`config.mk`:
```
export PLATFORM = sky130hd
export DESIGN_NAME = ceespu_intc
export DESIGN_NICKNAME = d
export VERILOG_FILES = /design/src/rtl/ceespu_intc.sv
export SDC_FILE = /design/constraint.sdc
export NUM_CORES = 1
export LEC_CHECK = 0
export ABC_AREA = 1
export ABC_CLOCK_PERIOD_IN_PS = 1100
export CORE_ASPECT_RATIO = 0.75
export CORE_UTILIZATION = 34
export DETAILED_ROUTE_END_ITERATION = 12
export PLACE_DENSITY_LB_ADDON = 0.2
export SYNTH_ARGS = -nofsm -noshare
export SYNTH_HDL_FRONTEND = slang
export SYNTH_SLANG_ARGS = --single-unit
```
`constraint.sdc`:
```
create_clock -name I_clk -period 1.1 [get_ports I_clk]
set_clock_uncertainty 0.05 [all_clocks]
set_input_delay 0.22 -clock I_clk [delete_from_list [all_inputs] [get_ports I_clk]]
set_output_delay 0.22 -clock I_clk [all_outputs]
set_load 0.02 [all_outputs]
```
`src/rtl/ceespu_intc.sv`:
```
// ceespu_intc: eight-source prioritised interrupt controller feeding the ceespu core's I_int/I_int_vector.
// Build option CEESPU_INTC_EDGE_EN adds the TRIG register and per-source rising-edge pending latches.
module ceespu_intc #(
    parameter logic [15:0] BASE_ADDR   = 16'hFF00,
    parameter int          SYNC_STAGES = 2
) (
    input  logic        I_clk,
    input  logic        I_rst,
    input  logic [7:0]  I_irq,
    output logic        O_int,
    output logic [2:0]  O_int_vector,
    input  logic        I_int_ack,
    input  logic [15:0] I_addr,
    input  logic        I_en,
    input  logic [3:0]  I_we,
    input  logic [31:0] I_wdata,
    output logic [31:0] O_rdata,
    output logic        O_sel
);
    typedef enum logic [1:0] {
        ST_IDLE    = 2'd0,
        ST_REQ     = 2'd1,
        ST_SERVICE = 2'd2
    } state_t;

    localparam logic [2:0] OFF_PEND = 3'd0;
    localparam logic [2:0] OFF_MASK = 3'd1;
    localparam logic [2:0] OFF_CTRL = 3'd2;
    localparam logic [2:0] OFF_TRIG = 3'd3;
    localparam logic [2:0] OFF_EOI  = 3'd4;

    logic [7:0]  sync_q [SYNC_STAGES];
    logic [7:0]  sirq;
    logic [7:0]  pend_q;
    logic [7:0]  pend_d;
    logic [7:0]  mask_q;
    logic [7:0]  trig;
    logic        gie_q;
    state_t      state_q;
    state_t      state_d;
    logic [2:0]  vec_q;
    logic [2:0]  vec_d;
    logic [2:0]  lowest;
    logic [7:0]  req;
    logic        hit;
    logic        wr;
    logic        rd;
    logic [2:0]  off;
    logic        ack_take;
    logic        eoi_wr;
    logic [31:0] rd_val;
    logic        unused_bits;

    assign unused_bits = ^{I_we[3:1], I_wdata[31:8], I_addr[1:0]};

    // Bus decode: the 32-byte window is matched on address bits 15:5.
    assign hit = (I_addr[15:5] == BASE_ADDR[15:5]);
    assign off = I_addr[4:2];
    assign wr  = I_en & I_we[0] & hit;
    assign rd  = I_en & (I_we == 4'd0) & hit;

    assign eoi_wr = wr && (off == OFF_EOI);

    always_ff @(posedge I_clk) begin
        if (I_rst) begin
            for (int i = 0; i < SYNC_STAGES; i++) sync_q[i] <= '0;
        end else begin
            sync_q[0] <= I_irq;
            for (int i = 1; i < SYNC_STAGES; i++) sync_q[i] <= sync_q[i-1];
        end
    end

    assign sirq = sync_q[SYNC_STAGES-1];

`ifdef CEESPU_INTC_EDGE_EN
    logic [7:0] sirq_d;
    logic [7:0] trig_q;
    logic [7:0] rise;
    logic [7:0] clr;

    always_ff @(posedge I_clk) begin
        if (I_rst) begin
            sirq_d <= '0;
            trig_q <= '0;
        end else begin
            sirq_d <= sirq;
            if (wr && (off == OFF_TRIG)) trig_q <= I_wdata[7:0];
        end
    end

    assign rise = sirq & ~sirq_d;
    assign trig = trig_q;
    assign clr  = ((wr && (off == OFF_PEND)) ? I_wdata[7:0] : 8'd0)
                | (ack_take ? (8'd1 << vec_q) : 8'd0);
    // Level bits mirror the synchroniser; edge bits latch, with a new edge beating any clear.
    assign pend_d = (sirq & ~trig) | (((pend_q & ~clr) | rise) & trig);
`else
    logic unused_ack;

    assign unused_ack = ack_take;
    assign trig       = 8'd0;
    assign pend_d     = sirq;
`endif

    always_ff @(posedge I_clk) begin
        if (I_rst) begin
            pend_q <= '0;
            mask_q <= '0;
            gie_q  <= 1'b0;
        end else begin
            pend_q <= pend_d;
            if (wr && (off == OFF_MASK)) mask_q <= I_wdata[7:0];
            if (wr && (off == OFF_CTRL)) gie_q  <= I_wdata[0];
        end
    end

    assign req = pend_q & mask_q & {8{gie_q}};

    always_comb begin
        lowest = 3'd0;
        for (int i = 7; i >= 0; i--) begin
            if (req[i]) lowest = 3'(i);
        end
    end

    always_ff @(posedge I_clk) begin
        if (I_rst) begin
            state_q <= ST_IDLE;
            vec_q   <= 3'd0;
        end else begin
            state_q <= state_d;
            vec_q   <= vec_d;
        end
    end

    // VEC is only reloaded from IDLE, so the presented vector is frozen through REQ/SERVICE.
    always_comb begin
        state_d  = state_q;
        vec_d    = vec_q;
        ack_take = 1'b0;
        case (state_q)
            ST_IDLE: begin
                if (req != 8'd0) begin
                    vec_d   = lowest;
                    state_d = ST_REQ;
                end
            end
            ST_REQ: begin
                if (I_int_ack) begin
                    ack_take = 1'b1;
                    state_d  = ST_SERVICE;
                end
            end
            ST_SERVICE: begin
                if (eoi_wr) state_d = ST_IDLE;
            end
            default: state_d = ST_IDLE;
        endcase
    end

    assign O_int        = (state_q == ST_REQ);
    assign O_int_vector = vec_q;

    always_comb begin
        rd_val = 32'd0;
        case (off)
            OFF_PEND: rd_val = {24'd0, pend_q};
            OFF_MASK: rd_val = {24'd0, mask_q};
            OFF_CTRL: rd_val = {26'd0, state_q == ST_REQ, vec_q, state_q == ST_SERVICE, gie_q};
            OFF_TRIG: rd_val = {24'd0, trig};
            default:  rd_val = 32'd0;
        endcase
    end

    always_ff @(posedge I_clk) begin
        if (I_rst) begin
            O_rdata <= '0;
            O_sel   <= 1'b0;
        end else begin
            O_sel <= I_en & hit;
            if (rd) O_rdata <= rd_val;
        end
    end

endmodule

```
==> metrics <==
dpl hpwl=3320 um; Top FF cell, synth=dfxtp_1; reg-to-reg slack, setup=-180 ps; endpoint required time on the critical path=1300 ps; critical setup path kind=reg -> reg; cells after synthesis=between 200 and 300; f_max=between 0.7 and 0.8 GHz; CP startpoint=gie_q$_SDFFE_PP0P_; power after layout=~3.1 mW; Final Critical Period=1280 ps; Post-synth EDFFs=0; CTS H-tree lvls=2; Root Driver=clkbuf_8; Arr. time, crit path=approximately 1500 ps; hold_buf cts=0; Sink Count=between 40 and 50; final hold viol count=0; Routed Antenna Nets=0; vias in the first global route=around 1700; setup slack at placement=-689 ps; crit end category=flop; Placed Cells=427; CTS buffer count=5; CTS tree=built; Area Growth Syn to Fin=45.6%; Net Sw Power=between 0.8 and 0.9 mW; RSZ-0062 raised after global routing=yes; Worst Hold Class=in -> reg; Power Internal=2.33 mW; Synth top cells by count=nor2_1 (73), dfxtp_1 (47), nand2_1 (46); Netlist cell types=27; Skew-Pair Late Insertion Delay=300 ps; I/O pins=~100; min setup slack post-route=-177 ps; first-pass GRT wire length=7690 um; VDD IR max=slightly below 800 uV; register area share after synthesis=roughly 45%; worst-path maximum fanout=7; CP endpoint=O_int_vector[0]$_SDFFE_PP0P_; Clk pin slew, worst setup/hold paths=roughly 90 ps; FF-to-FF path depth=11; DRC=0; Routability Congestion=approximately 0.78; Initial DRC Count=66; fin nets=roughly 430; largest net degree at the start of global routing=25; Sw Ratio=25.7%; Cell Area, Synth=between 2000 and 2500 um2; mean area per synthesized cell=7.22 um2; Die ar.=between 6000 and 7000 um2; PwrDens=between 1000 and 1500 nW/um2; proportion of power drawn by flip-flops and latches=55.7%; smallest hold slack=roughly 210 ps; total of max-cap violations=0; Port Buffers=50; Synth Register Bits=between 40 and 50; Logic pwr share=approximately a tenth; final WL=approximately 4800 um; Initial Utilization=a little over a third; Vias/cell=~4.2; share of cells above drive strength 1=between 30% and 40%; status=finished, violations left; Final period util=116%; Die H=approximately 70 um; Core Area=around 5900 um2; First-pass DRT Iterations=4; Yosys top cell area share=between 40% and 50%; count leader, synth=nor2_1; failing checks=negative setup slack; WL/cell=10.8 um; Ys Warns=0; Clock Tree Buf Depth=2; Fillers=611; Layout Cells excl Fill=~440; final setup vio count=5; design area=3060 um2; placed cell areas=around 2700 um2; row cnt=24; Async SR Flop Fraction=0%; worst r2r dst=O_int_vector[0]$_SDFFE_PP0P_; Total GRT Usage=between 10% and 20%; Slew Viols, Final=0; chip width=92.8 um; Clock power frac=33.6%; largest cells by area after synthesis=dfxtp_1 (45%), nor2_1 (13%), buf_4 (8.9%); total gr overflow=0; static leakage=~1.4 nW; leading area contributor after synthesis=dfxtp_1; via count of the routed design=1850; critical path startpoint category=flop; worst r2r src=gie_q$_SDFFE_PP0P_; initial antenna violation count=0; n_diodes=0
[per-layer routing]
layer | up-vias | GRT usage, % | part of all wire, %
met2 | 52 | 24.6 | 46
met5 | - | 0 | 0
met4 | 0 | 3.59 | 0.29
met1 | 813 | 19.8 | 48
met3 | 2 | 4.14 | 5.8
li1 | 983 | - | -
[worst min path at each step]
stage                                       start                       to  depth (start not counted)
after floorplan                          I_irq[0]  sync_q[0][0]$_SDFF_PP0_                          2
after global placement    sync_q[1][0]$_SDFF_PP0_     pend_q[0]$_SDFF_PP0_                          2
after detailed placement  sync_q[1][1]$_SDFF_PP0_     pend_q[1]$_SDFF_PP0_                          2
after CTS                               I_addr[5]         O_sel$_SDFF_PP0_                          4
after global routing                    I_addr[7]         O_sel$_SDFF_PP0_                          4
final                                   I_addr[7]         O_sel$_SDFF_PP0_                          4
[state kept, by name, summed over array words and instances (netlist names)]
| signal | flops |
|---|---|
| sync_q | 16 |
| O_rdata | 8 |
| mask_q | 8 |
| pend_q | 8 |
| O_int_vector | 3 |
| state_q | 2 |
| O_sel | 1 |
| gie_q | 1 |
[per-stage QoR]
stage / setup TNS (ps) / util (%)
finish: -692 / 52.0
global placement: -16450 / 46.2
detailed placement: -17320 / 46.2
global route: -1130 / 52.0
CTS: -580 / 50.0
floorplan: -385 / -
[cell type report]
| cell class | instances | area (um2) | share of cell area (%) |
|---|---|---|---|
| Inverter | 46 | 184 | 6.01 |
| Timing Repair inverter | 1 | 5.00 | 0.164 |
| Clock inverter | 2 | 16.3 | 0.531 |
| Timing Repair Buffer | 73 | 647 | 21.1 |
| Sequential cell | 47 | 950 | 31.0 |
| Tap cell | 78 | 97.6 | 3.19 |
| Multi-Input combinational cell | 191 | 1090 | 35.6 |
| Clock buffer | 6 | 72.6 | 2.37 |
[critical path: stages, from the launching register on]
cell and delay (ps):
dfxtp_2 360, buf_12 140, nand2_4 60, nor2_4 100, nand2_1 60, nand2_1 50
nand2_1 50, nand2_1 50, nand2_1 50, nand2_1 50, nand2_1 70, a21oi_2 120
[logic make-up after synthesis]
family / after synthesis / synth area share (%)
other: 1 / 0.178
flip-flops: 47 / 44.8
buffers and inverters: 77 / 18.8
AND/OR/NAND/NOR: 148 / 30.9
AO/OA/AOI/OAI: 18 / 5.36
[cells in the final DEF, fill, tap and decap left out, types with 3 or more instances in the layout]
cell type        instances
nor2_1                  65
nand3_4                  9
nand2_4                  4
nand2_2                  7
dfxtp_2                  4
buf_4                   21
clkdlybuf4s15_2          4
inv_2                    7
dfxtp_1                 42
nor2_4                   6
clkdlybuf4s50_1         17
buf_12                   3
conb_1                  24
inv_1                   36
clkbuf_2                 3
dlymetal6s2s_1           4
buf_2                   13
nor2_2                   3
o21ai_1                  5
nor3_1                   7
buf_6                    5
nand2_1                 37
nand3_2                  5
o211ai_1                 4
clkbuf_8                 5
[power groups by stage]
stage          clock (mW)  combinational [mW]  sequential (mW)
5_1_grt              1.15               0.364             1.75
6_report             1.05               0.334             1.75
2_1_floorplan           0               0.216             1.78
3_5_place_dp            0               0.329             1.79
3_3_place_gp            0               0.326             1.79
4_1_cts              1.08               0.331             1.75
[what timing repair did]
item / CTS / global route
setup endpoints to repair: 35 / 27
pin swaps: 33 / 23
gates cloned: 1 / 1
setup buffers: 5 / 2
hold endpoints to repair: 0 / 0
resized for setup: 141 / 36
Power figures use the tool's default switching activity.
